--- src/rtl/math_pipelined_op.sv ---
// Purpose: pipelined ADD/SUB/EQ/LTU; each stage works on one operand chunk and passes its carry, borrow or not-equal bit down the pipe.
// Latency: exactly LATENCY enabled cycles from an in_valid sample to out_valid; one transaction per enabled cycle.
// Backpressure: none; ce=0 freezes every stage and holds all outputs.
module math_pipelined_op #(
  parameter int WIDTH   = 8,
  parameter int LATENCY = 4
) (
  input  logic             clk,
  input  logic             rst_n,
  input  logic             ce,
  input  logic             in_valid,
  input  logic [1:0]       op,
  input  logic [WIDTH-1:0] a,
  input  logic [WIDTH-1:0] b,
  output logic             out_valid,
  output logic [WIDTH-1:0] result,
  output logic             carry,
  output logic             zero
);

  localparam int ALU_W  = (WIDTH + LATENCY - 1) / LATENCY;
  localparam int CHUNKS = (WIDTH + ALU_W - 1) / ALU_W;
  localparam int NOUT   = LATENCY - CHUNKS + 1;

  localparam logic [1:0] OP_ADD = 2'd0;
  localparam logic [1:0] OP_SUB = 2'd1;
  localparam logic [1:0] OP_EQ  = 2'd2;
  localparam logic [1:0] OP_LTU = 2'd3;

  // Chunk stages. The chain bit means carry (ADD), borrow (SUB/LTU) or
  // "a differs from b so far" (EQ), so every chain starts from 0.
  for (genvar s = 0; s < CHUNKS; s++) begin : g_stage
    localparam int LO = s * ALU_W;
    localparam int CW = (LO + ALU_W > WIDTH) ? (WIDTH - LO) : ALU_W;

    logic             p_vld;
    logic [1:0]       p_op;
    logic [WIDTH-1:0] p_a;
    logic [WIDTH-1:0] p_b;
    logic [WIDTH-1:0] p_res;
    logic             p_chain;

    logic             q_vld;
    logic [1:0]       q_op;
    logic [WIDTH-1:0] q_a;
    logic [WIDTH-1:0] q_b;
    logic [WIDTH-1:0] q_res;
    logic             q_chain;

    logic [CW-1:0]    ca;
    logic [CW-1:0]    cb;
    logic [CW:0]      sum;
    logic [CW:0]      diff;
    logic [WIDTH-1:0] n_res;
    logic             n_chain;

    if (s == 0) begin : g_src
      assign p_vld   = in_valid;
      assign p_op    = op;
      assign p_a     = a;
      assign p_b     = b;
      assign p_res   = '0;
      assign p_chain = 1'b0;
    end else begin : g_src
      assign p_vld   = g_stage[s-1].q_vld;
      assign p_op    = g_stage[s-1].q_op;
      assign p_a     = g_stage[s-1].q_a;
      assign p_b     = g_stage[s-1].q_b;
      assign p_res   = g_stage[s-1].q_res;
      assign p_chain = g_stage[s-1].q_chain;
    end

    // Work on this stage's chunk only; earlier result chunks ride along untouched.
    always_comb begin
      ca      = p_a[LO +: CW];
      cb      = p_b[LO +: CW];
      sum     = {1'b0, ca} + {1'b0, cb} + {{CW{1'b0}}, p_chain};
      diff    = {1'b0, ca} - {1'b0, cb} - {{CW{1'b0}}, p_chain};
      n_res   = p_res;
      n_chain = 1'b0;
      case (p_op)
        OP_ADD: begin
          n_res[LO +: CW] = sum[CW-1:0];
          n_chain         = sum[CW];
        end
        OP_EQ: begin
          n_chain = p_chain | (ca != cb);
        end
        default: begin
          n_res[LO +: CW] = diff[CW-1:0];
          n_chain         = diff[CW];
        end
      endcase
    end

    // Stage register: one transaction, its skewed operands and partial result.
    always_ff @(posedge clk) begin
      if (!rst_n) begin
        q_vld   <= 1'b0;
        q_op    <= '0;
        q_a     <= '0;
        q_b     <= '0;
        q_res   <= '0;
        q_chain <= 1'b0;
      end else if (ce) begin
        q_vld   <= p_vld;
        q_op    <= p_op;
        q_a     <= p_a;
        q_b     <= p_b;
        q_res   <= n_res;
        q_chain <= n_chain;
      end
    end
  end

  logic             fin_vld;
  logic [1:0]       fin_op;
  logic [WIDTH-1:0] fin_full;
  logic             fin_chain;
  logic [WIDTH-1:0] fin_res;
  logic             fin_cy;
  logic             fin_zr;

  assign fin_vld   = g_stage[CHUNKS-1].p_vld;
  assign fin_op    = g_stage[CHUNKS-1].p_op;
  assign fin_full  = g_stage[CHUNKS-1].n_res;
  assign fin_chain = g_stage[CHUNKS-1].n_chain;

  // Shape the final result from the completed chain: compares collapse to one bit.
  always_comb begin
    fin_res = '0;
    fin_cy  = 1'b0;
    case (fin_op)
      OP_ADD, OP_SUB: begin
        fin_res = fin_full;
        fin_cy  = fin_chain;
      end
      OP_EQ: begin
        fin_res[0] = ~fin_chain;
      end
      OP_LTU: begin
        fin_res[0] = fin_chain;
        fin_cy     = fin_chain;
      end
      default: begin
        fin_res = '0;
      end
    endcase
    fin_zr = (fin_res == '0);
  end

  // Output stages: the first captures the finished result, the rest are
  // plain delay so the total latency is always LATENCY.
  for (genvar d = 0; d < NOUT; d++) begin : g_out
    logic             src_vld;
    logic [WIDTH-1:0] src_res;
    logic             src_cy;
    logic             src_zr;
    logic             q_vld;
    logic [WIDTH-1:0] q_res;
    logic             q_cy;
    logic             q_zr;

    if (d == 0) begin : g_src
      assign src_vld = fin_vld;
      assign src_res = fin_res;
      assign src_cy  = fin_cy;
      assign src_zr  = fin_zr;
    end else begin : g_src
      assign src_vld = g_out[d-1].q_vld;
      assign src_res = g_out[d-1].q_res;
      assign src_cy  = g_out[d-1].q_cy;
      assign src_zr  = g_out[d-1].q_zr;
    end

    // Delay register; reset leaves a zero result, so zero resets high.
    always_ff @(posedge clk) begin
      if (!rst_n) begin
        q_vld <= 1'b0;
        q_res <= '0;
        q_cy  <= 1'b0;
        q_zr  <= 1'b1;
      end else if (ce) begin
        q_vld <= src_vld;
        q_res <= src_res;
        q_cy  <= src_cy;
        q_zr  <= src_zr;
      end
    end
  end

  assign out_valid = g_out[NOUT-1].q_vld;
  assign result    = g_out[NOUT-1].q_res;
  assign carry     = g_out[NOUT-1].q_cy;
  assign zero      = g_out[NOUT-1].q_zr;

endmodule

--- config.mk ---
export PLATFORM = sky130hd
export DESIGN_NAME = math_pipelined_op
export DESIGN_NICKNAME = d
export VERILOG_FILES = /design/src/rtl/math_pipelined_op.sv
export SDC_FILE = /design/constraint.sdc
export NUM_CORES = 1
export LEC_CHECK = 0
export CORE_UTILIZATION = 36
export DETAILED_ROUTE_END_ITERATION = 16
export PLACE_DENSITY = 0.55
export RECOVER_POWER = 25
export SKIP_CTS_REPAIR_TIMING = 1
export SLEW_MARGIN = 10
export SYNTH_ARGS = -nofsm -noshare
export SYNTH_HDL_FRONTEND = slang
export SYNTH_SLANG_ARGS = --single-unit
export TNS_END_PERCENT = 100
--- constraint.sdc ---
create_clock -name clk -period 1.7 [get_ports clk]
set_input_delay 0.17 -clock clk [delete_from_list [all_inputs] [get_ports clk]]
set_output_delay 0.17 -clock clk [all_outputs]
set_load 0.005 [all_outputs]
Word-level counts from Yosys, hierarchy flattened --
Index checks and enable logic that the tools add are counted.
Operators by class: add/subtract/negate cells 14, equality and inequality tests 10, mux-type cells 11, bitwise operators 4, reduce and logical (&&, ||, !) cells 7
Operators by type and width (number):
- $pmux W2 S2 | 4
- $add A2 B2 Y3 | 4
- $sub A2 B2 Y3 | 4
- $eq A2 B2 Y1 const B | 5
- $add A3 B1 Y3 | 3
- $sub A3 B1 Y3 | 3
- $logic_not A2 Y1 | 4
- $logic_not A8 Y1 | 1
- $ne A2 B2 Y1 | 4
- $pmux W1 S2 | 4
- $mux W7 | 1
- $or A1 B1 Y1 | 3
- $pmux W1 S3 | 1
- $reduce_or A3 Y1 | 1
- $eq A2 B1 Y1 const B | 1
- $reduce_or A2 Y1 | 1
- $mux W1 | 1
- $not A1 Y1 | 1
Storage, ports and cells: bits in registers 83, bits of input ports 22, output and inout bits 11, logic and storage cells 68

Logic depth before layout (Yosys ltp) --
depth after elaboration 6, gate-level depth with buffers 7, depth with buffers taken out 7

Worst setup path after synthesis --
No wires, ideal clock.
kind flip-flop to flip-flop, start point register g_stage[2].q_b[6], end point register g_out[0].q_res[7], in the netlist result[7], library setup time 70 ps, data arrival time 1767 ps, required time 1630 ps, slack -137 ps, stages on the path, launching flop included 8, buffers on the path 0, clock period less this slack 1837 ps, cell sequence dfxtp_1 > inv_1 > fa_1 > inv_1 > fa_1 > or2b_1 > a21bo_1 > a21oi_1
On the way: cells in the longest elaborated chain, start to end 4, elaborated cells on any way between the ends 6, classes of those cells 4 x add/sub; 2 x mux
Ends and longest elaborated chain:
- start, declared | RTL line 46 | logic [WIDTH-1:0] q_b;
- start signal, assigned | RTL line 109 | q_b <= p_b;
- $sub A2 B2 Y3 / $add A2 B2 Y3 (equally long branches) | RTL line 78, 77
- $sub A3 B1 Y3 / $add A3 B1 Y3 (equally long branches) | RTL line 78, 77
- $pmux W2 S2 * | RTL line 81 | case (p_op)
- $mux W7 * | RTL line 133 | case (fin_op)
- end signal, assigned | RTL line 185 | q_res <= src_res;
- end, declared | RTL line 160 | logic [WIDTH-1:0] q_res;
Every way passes the cells marked *; elsewhere a longest branch is shown, timed or not. A chain may end at the register's enable or synchronous reset.

Worst setup path in the final report --
start point register g_stage[2].q_chain, end point register g_out[0].q_res[7], in the netlist result[7]
On the way: cells in the longest elaborated chain, start to end 3, elaborated cells on any way between the ends 4, classes of those cells 2 x add/sub; 2 x mux
Ends and longest elaborated chain:
- start, declared | RTL line 48 | logic q_chain;
- start signal, assigned | RTL line 111 | q_chain <= n_chain;
- $sub A3 B1 Y3 / $add A3 B1 Y3 (equally long branches) | RTL line 78, 77
- $pmux W2 S2 * | RTL line 81
- $mux W7 * | RTL line 133
Marked as above.

==> impl_metrics.yaml <==
global_routing:
  overflow: 0
  grt_first_pass_wirelength_um: 9120
  track_usage_pct: 14.2
  grt_antenna_before_repair: 0
  grt_max_degree: 34
  grt_pass1_vias: 1930
yosys:
  synth_warnings: 0
  yosys-top-cells-area: "dfxtp_1 42%, mux2i_1 14%, fa_1 10%, nor2_1 6.5%, ha_1 4.0%"
  synth_seq_cells: 59
  synth-async-reset-ratio_pct: 0
  synth.avg_cell_area_um2: 9.96
  syn_inst: 280
  synth-edff-count: 0
  yosysTopAreaCell: "dfxtp_1"
  synthXorXnorAreaFrac_pct: 0
  muxShareOfSynthArea_pct: 14.4
  synth_cell_types: 34
  synth_compound_area_share_pct: 9.33
  synth_top_area_share_pct: 42.4
  synthAdderAreaFrac_pct: 14.1
  synth_area_um2: 2790
  synthSimpleGateAreaFrac_pct: 14.6
  yosysSeqAreaShare_pct: 42.4
  synth_fp_nets: 325
  synthFlopType: "dfxtp_1"
  synth_top_family_by_area: "simple AND/OR/NAND/NOR gates"
run:
  maxCapViolCount: 0
timing:
  worst_pin_slew_ns: 0.601
  min_period_ns: 1.78
  drv_slew: 0
  hold_ws_ns: 0.446
  slew_headroom_pct: 59.9
  hold_viol_final: 0
  fmax_mhz: 561
  setup_viol_count_final: 3
  finalCritPeriodShare_pct: 105
  grt_setup_unrepaired: "yes"
  setup_slack_ns: -0.0821
  tns_ns: -0.123
  skew_ns: 0.00461
worst_setup_path:
  end_kind: "register"
  crit_path_max_fanout: 4
  cp.arrival_ns: 2.05
  cpMostUsedCell: "inv_2"
  worstSetupPathType: "reg -> reg"
  cp_cell_sequence: "inv_2 -> fa_2 -> inv_2 -> fa_1 -> or2b_1 -> a21bo_1 -> a21oi_1"
  cp_slowest_cell: "fa_1"
  max_stage_delay_ns: 0.39
  required_ns: 1.96
  worstSetupStartpointType: "register"
  r2r_slack_ns: -0.08
routing:
  routed_via_density: 4.57
  drtAntennaViolNets: 0
  wirelength_um: 5250
  vias: 1947
  wl_per_cell_um: 12.3
  drt_pass1_iterations: 4
  drt_iter0_markers: 69
  remaining_drc_errors: 0
place:
  place_area_um2: 3290
  detailed_place_hpwl_um: 3770
  portBuffers: 32
  gp_congestion: 0.741
status:
  status: "finished with violations"
  violations: "setup timing"
power_and_ir_drop:
  p_per_area_nw_per_um2: 846
  leakage_nw: 1.45
  ir_drop_v: 0.000423
finish:
  drive_above_1_share_pct: 16.2
  final_common_cell: "dfxtp_1"
  seqCellArea_um2: 1200
  final_nets: 368
  final_cell_mix: "49 x dfxtp_1, 48 x nor2_1, 40 x mux2i_1"
  multi_input_area_um2: 1480
  antennaDiodeCount: 0
  fin_area_um2: 3460
  utilization_pct: 47.0
  fillers: 730
  syn2layout_area_growth_pct: 24.2
clock_tree:
  clockRootBuffer: "clkbuf_8"
  cts_tree: "done"
  cts_max_level: 3
  path_clk_slew_ns: 0.06
  clock-sinks: 59
  cts_made_buffers: 9
  ctsLongestPathBuffers: 2
  clk_latency_ns: 0.33
floorplan:
  core_region_area_um2: 7370
  ios: 33
  start_util_pct: 37.8
  dieWidth_um: 90.0
  dieHeight_um: 90.0
  num_rows: 31
  die-area_um2: 8100
hold_path:
  hp-class: "in -> reg"
[per-stage QoR]
stage	worst slack [ns]	power, mW	std cells
floorplan	-0.0175	1.75	280
global placement	-0.0641	1.89	411
detailed placement	-0.0915	1.90	411
CTS	-0.0976	2.98	426
global route	-0.168	3.09	426
finish	-0.0821	2.93	426
[metal layers]
metal / vias up / wire length [um] / part of all wire (%) / GRT usage (%)
met4: 0 / 93 / 1.8 / 6.45
met1: 890 / 2810 / 53 / 19.7
met2: 33 / 2200 / 42 / 20.6
li1: 1016 / - / - / -
met5: - / 0 / 0 / 0
met3: 8 / 152 / 2.9 / 3.64
[cell families after synthesis]
family,after synthesis
adders and majority gates,23
buffers and inverters,37
and+or+nand+nor,83
DFF,59
AOI/OAI and AO/OA,38
muxes,40
[critical path, delay by kind of cell, from the launching register on]
kind                       cells  cell delay [ns]
and+or+nand+nor                1             0.24
DFF                            1             0.37
buffers and inverters          2             0.10
AOI/OAI and AO/OA              2             0.28
adders and majority gates      2             0.73
[cell usage after synthesis, drive strengths merged, types with 2 or more instances]
cell type / count
dfxtp: 59
nor2: 48
mux2i: 40
inv: 23
a21oi: 14
fa: 14
nand2b: 11
buf: 9
ha: 9
o21ai: 7
nand3b: 6
clkbuf: 5
nand2: 5
nor2b: 5
a211oi: 4
a31oi: 3
nor4b: 3
a211o: 2
nor3: 2
o211ai: 2
[state kept, by name (all words and copies together) (netlist names)]
signal / count
g_stage.q_res: 12
zero: 1
fin_vld: 1
carry: 1
out_valid: 1
g_stage.q_chain: 3
g_stage.q_b: 12
g_stage.q_a: 12
result: 8
g_stage.q_vld: 2
fin_op: 2
g_stage.q_op: 4
[path summary, 6_finish.rpt]
check	from	to	depth (start not counted)
hold / removal	b[2]	g_stage[0].q_b[2]	3
hold reg to reg	result[5]	result[5]	2
setup reg to reg	g_stage[2].q_chain	result[7]	7
setup / recovery	g_stage[2].q_chain	result[7]	7
[report_power, final]
group | total [mW] | switching, mW | internal, mW | leakage, nW
clock | 1.06 | 0.508 | 0.553 | 0.0860
sequential | 1.50 | 0.0532 | 1.45 | 0.487
combinational | 0.370 | 0.175 | 0.195 | 0.879
total | 2.93 | 0.737 | 2.19 | 1.45
[layout make-up]
type	count	share of cell area [%]
multi-input cells	184	42.7
clock inverters	3	0.433
clock buffers	12	4.19
well taps	99	3.58
inverters	23	2.49
flip-flops and latches	59	34.6
repair buffers	46	12.1
(Power assumes the default switching activity.)
